## src/rtl/capstone_pkg.sv

```systemverilog
// Shared constants for the serial accumulator shift register slice.
package capstone_pkg;

  localparam logic [1:0] ST_IDLE  = 2'd0;
  localparam logic [1:0] ST_SHIFT = 2'd1;
  localparam logic [1:0] ST_DONE  = 2'd2;

  localparam logic DIR_RIGHT = 1'b0;
  localparam logic DIR_LEFT  = 1'b1;

  typedef enum logic [1:0] {
    S_IDLE  = ST_IDLE,
    S_SHIFT = ST_SHIFT,
    S_DONE  = ST_DONE
  } accsr_state_t;

endpackage

```

## src/rtl/accsr_bit_counter.sv

```systemverilog
// Shift counter for one transfer. Clears on load, counts accepted shifts,
// and saturates at WIDTH-1, where tc flags the final shift of the word.
module accsr_bit_counter #(
  parameter int WIDTH = 8,
  parameter int CNT_W = $clog2(WIDTH + 1)
) (
  input  logic clk,
  input  logic rst_n,
  input  logic clr,
  input  logic inc,
  output logic tc
);

  logic [CNT_W-1:0] cnt;

  assign tc = (cnt == CNT_W'(WIDTH - 1));

  // Count shifts; hold at the terminal value so the count never wraps.
  always_ff @(posedge clk or negedge rst_n) begin
    if (!rst_n) begin
      cnt <= '0;
    end else if (clr) begin
      cnt <= '0;
    end else if (inc && !tc) begin
      cnt <= cnt + CNT_W'(1);
    end
  end

endmodule

```

## src/rtl/param_accum_shift_reg.sv

```systemverilog
// Parallel-load, serial-shift accumulator register for the bit-serial datapath.
// Optional build macro: ACCSR_ROTATE_EN adds the rot input, which recirculates
// the outgoing bit instead of taking si.
//
// state   | meaning
// --------+------------------------------------------------------
// S_IDLE  | waiting for a load request, busy=0
// S_SHIFT | shifting one bit per enabled cycle, busy=1
// S_DONE  | single-cycle done pulse, a new load may be accepted
module param_accum_shift_reg
  import capstone_pkg::*;
#(
  parameter  int WIDTH = 8,
  localparam int CNT_W = $clog2(WIDTH + 1)
) (
  input  logic             clk,
  input  logic             rst_n,
  input  logic             l,
  input  logic [WIDTH-1:0] load,
  input  logic             dir,
  input  logic             en,
  input  logic             si,
`ifdef ACCSR_ROTATE_EN
  input  logic             rot,
`endif
  output logic             sout,
  output logic [WIDTH-1:0] q,
  output logic             busy,
  output logic             done
);

  accsr_state_t     state;
  logic             dir_q;
  logic             accept;
  logic             shift_fire;
  logic             tc;
  logic             shift_in;
  logic [WIDTH-1:0] shift_nxt;

  assign accept     = l && ((state == S_IDLE) || (state == S_DONE));
  assign shift_fire = (state == S_SHIFT) && en;
  assign sout       = (dir_q == DIR_LEFT) ? q[WIDTH-1] : q[0];

`ifdef ACCSR_ROTATE_EN
  logic rot_q;

  // Latch the rotate mode together with the operand.
  always_ff @(posedge clk or negedge rst_n) begin
    if (!rst_n) begin
      rot_q <= 1'b0;
    end else if (accept) begin
      rot_q <= rot;
    end
  end

  // In rotate mode the outgoing bit re-enters at the other end.
  assign shift_in = rot_q ? sout : si;
`else
  assign shift_in = si;
`endif

  // Next register value for one shift in the latched direction.
  always_comb begin
    shift_nxt = q;
    if (dir_q == DIR_LEFT) begin
      shift_nxt = {q[WIDTH-2:0], shift_in};
    end else begin
      shift_nxt = {shift_in, q[WIDTH-1:1]};
    end
  end

  accsr_bit_counter #(
    .WIDTH (WIDTH),
    .CNT_W (CNT_W)
  ) u_cnt (
    .clk   (clk),
    .rst_n (rst_n),
    .clr   (accept),
    .inc   (shift_fire),
    .tc    (tc)
  );

  // Datapath: parallel load on an accepted request, shift on enabled cycles.
  always_ff @(posedge clk or negedge rst_n) begin
    if (!rst_n) begin
      q     <= '0;
      dir_q <= DIR_RIGHT;
    end else if (accept) begin
      q     <= load;
      dir_q <= dir;
    end else if (shift_fire) begin
      q     <= shift_nxt;
    end
  end

  // Transfer sequencing with registered busy/done flags.
  always_ff @(posedge clk or negedge rst_n) begin
    if (!rst_n) begin
      state <= S_IDLE;
      busy  <= 1'b0;
      done  <= 1'b0;
    end else begin
      case (state)
        S_IDLE: begin
          done <= 1'b0;
          if (l) begin
            state <= S_SHIFT;
            busy  <= 1'b1;
          end
        end
        S_SHIFT: begin
          if (en && tc) begin
            state <= S_DONE;
            busy  <= 1'b0;
            done  <= 1'b1;
          end
        end
        S_DONE: begin
          done <= 1'b0;
          if (l) begin
            state <= S_SHIFT;
            busy  <= 1'b1;
          end else begin
            state <= S_IDLE;
            busy  <= 1'b0;
          end
        end
        default: begin
          state <= S_IDLE;
          busy  <= 1'b0;
          done  <= 1'b0;
        end
      endcase
    end
  end

endmodule

```

## config.mk

```make
export PLATFORM = sky130hd
export DESIGN_NAME = param_accum_shift_reg
export DESIGN_NICKNAME = d
export VERILOG_FILES = /design/src/rtl/capstone_pkg.sv /design/src/rtl/accsr_bit_counter.sv /design/src/rtl/param_accum_shift_reg.sv
export SDC_FILE = /design/constraint.sdc
export NUM_CORES = 1
export LEC_CHECK = 0
export CAP_MARGIN = 20
export CELL_PAD_IN_SITES_DETAIL_PLACEMENT = 0
export CELL_PAD_IN_SITES_GLOBAL_PLACEMENT = 2
export CORE_ASPECT_RATIO = 1.75
export CORE_MARGIN = 2
export CORE_UTILIZATION = 27
export CTS_CLUSTER_SIZE = 28
export DETAILED_ROUTE_END_ITERATION = 12
export GPL_ROUTABILITY_DRIVEN = 0
export PLACE_DENSITY_LB_ADDON = 0.08
export RECOVER_POWER = 50
export SETUP_SLACK_MARGIN = 0.3
export SLEW_MARGIN = 20
export SYNTH_ARGS = -nofsm -noshare
export SYNTH_HDL_FRONTEND = slang
export SYNTH_SLANG_ARGS = --single-unit
```

## constraint.sdc

```tcl
create_clock -name clk -period 1.7 [get_ports clk]
set_clock_uncertainty 0.1 [all_clocks]
set_input_delay 0.255 -clock clk [delete_from_list [all_inputs] [get_ports clk]]
set_output_delay 0.255 -clock clk [all_outputs]
set_load 0.1 [all_outputs]
```

==> impl_results.md <==
* Status: complete, no violations
* Pre-CTS setup slack at 0.0765 ns
* Ys async rst share at 1.00
* Total GRT Usage at 0.139
* Post-Synthesis Cells at 86
* Worst-Margin Slew at 0.542 ns
* RSZ-0062 raised after global routing: yes
* Avg WL per Cell at 13.5 µm
* Yosys top cell by area: dfrtp_1
* Num CTS Buffers at 3
* Sink Count at 17
* Slew headroom at 0.640
* Sequential share of the synthesized area at 0.499
* Pin count of the biggest net entering global routing at 24
* CP startpoint: q[0]
* Initial DRC Count at 19
* Synth Register Bits at 17
* Req. time, crit path at 1.34 ns
* Worst hold slack at 0.302 ns
* Port bufs at 24
* Critical path peak fanout at 2
* Vias per Instance at 4.88
* WS Path Type: flop to output port
* Arr. time, crit path at 1.18 ns
* TritonCTS clock tree: done
* Crit path capture: sout
* CP endpoint kind: output port
* Worst setup margin at 0.166 ns
* GR Overflow Total at 0
* Max Slew Vio Count at 0
* DP Wirelength at 1570 µm
* Post-synth top area share at 0.499
* Worst R2R Path Depth at 4
* Synthesis-to-finish area growth at 59.1%
* Die height at 78.4 µm
* Top_reg_cell synth: dfrtp_1
* Setup-failing EPs final at 0
* Max Root-Sink Buffers at 2
* Most frequent cells after synthesis: dfrtp_1, nand2_1, o211ai_1
* Final nets at 136
* Critical Path Start Type: flop
* Synth Warn # at 0
* Worst skew pair latency at 0.25 ns
* I/O pin cnt at 25
* Number of flops mapped to enable cells by yosys at 0
* Total die area at 3640 µm²
* Clock-pin slew on the worst setup and hold paths at 0.07 ns
* Chip width at 46.5 µm
* Final critical-path share of the clock period at 0.902
* Fillers at 312
* Total length of routed wires at 2200 µm
* Cts hold-fix bufs at 0
* Synth Cell Area at 853 µm²
* RR Startpoint: state[0]
* Synth area leaders: dfrtp_1, o211ai_1, mux2i_1, nand2_1, nand3_1
* CTS root buf: clkbuf_8
* Post-route ant nets at 0
* Reg-to-Reg End: q[2]
* Fmax achieved at 652 MHz
* Vias in the first global route at 803
* Core ar. at 3070 µm²
* Setup TNS at 0 ns
* First-pass GRT wire length at 3640 µm
* Share of cells above drive strength 1 at 0.325
* Library cells used by synthesis at 21
* Max_cap viols at 0
* Initial antenna violation count at 0
* Synthesized area per cell at 9.92 µm²
* R2R Setup Slk at 0.32 ns
* Final hold viol count at 0
* Tmin final at 1.53 ns
* # H-tree levels at 1
* Synthesized net count at 101
* First-pass DRT Iterations at 4
* FP Rows at 27
* Vias at 795
* # DRC at 0
* Initial Util at 0.278
* Antenna cell count at 0
* Count leader, synth: dfrtp_1
* Tightest Hold Check Type: input port to asynchronous set/reset pin
how the worst min path moves through the flow:
stage,start,to,slack (ns),cells past startpoint
final,rst_n,q[5],0.30,2
after global routing,rst_n,q[5],0.32,2
after CTS,rst_n,q[5],0.24,2
after detailed placement,u_cnt.cnt[0],u_cnt.cnt[0],0.43,1
after global placement,u_cnt.cnt[0],u_cnt.cnt[0],0.43,1
after floorplan,rst_n,busy,-0.14,0
cell usage in the layout, fill, tap and decap left out, drive strengths merged, types with 2 or more instances in the layout:
master	count
a21oi	3
buf	18
clkbuf	8
clkdlybuf4s50	11
dfrtp	17
inv	3
mux2i	8
nand2	14
nand3	9
nor2	2
o211ai	11
o21ai	2
o31ai	3
flip-flops by register name (all words and copies together), names as in the netlist:
signal / count
busy: 1
dir_q: 1
done: 1
q: 8
state: 2
u_cnt.cnt: 4
kinds of logic after synthesis:
| logic type | synth area share |
|---|---|
| AND/OR/NAND/NOR | 0.189 |
| AO/OA/AOI/OAI | 0.152 |
| flip-flops | 0.499 |
| multiplexers | 0.107 |
| buffers and inverters | 0.0381 |
| adder cells (fa/ha/maj) | 0.0147 |
metrics by stage:
stage / utilization / instances / cell area (µm²)
after floorplan: - / 86 / 875
after global placement: 0.424 / 154 / 1300
after detailed placement: 0.424 / 154 / 1300
after CTS: 0.453 / 163 / 1390
after global routing: 0.442 / 163 / 1360
final: 0.442 / 163 / 1360
what timing repair did:
item / CTS / global route
resized for setup: 3 / 4
pin swaps: 3 / 3
buffers inserted: 5 / 0
setup endpoints to repair: 2 / 5
critical path: stages, from the launching register on:
cell and delay [ns]:
dfrtp_4 0.47, mux2_4 0.28, buf_12 0.17
layer usage:
layer  global-route usage  vias to the layer above  wire, µm
met1                0.163                      386       895
li1                     -                      380         -
met2                0.219                       22      1130
met4               0.0914                        0        72
met5                    0                        -         0
met3               0.0230                        7       108
area by class of cell:
class	instances	area, µm²	share of cell area
Sequential cell	17	440	0.324
Multi-Input combinational cell	61	424	0.312
Timing Repair Buffer	35	383	0.282
Tap cell	43	53.8	0.0396
Clock buffer	4	45.0	0.0332
Inverter	3	11.3	0.00829
Power is not shown: default switching activity piles up to over one toggle a cycle in this logic, so the estimate is an artifact.
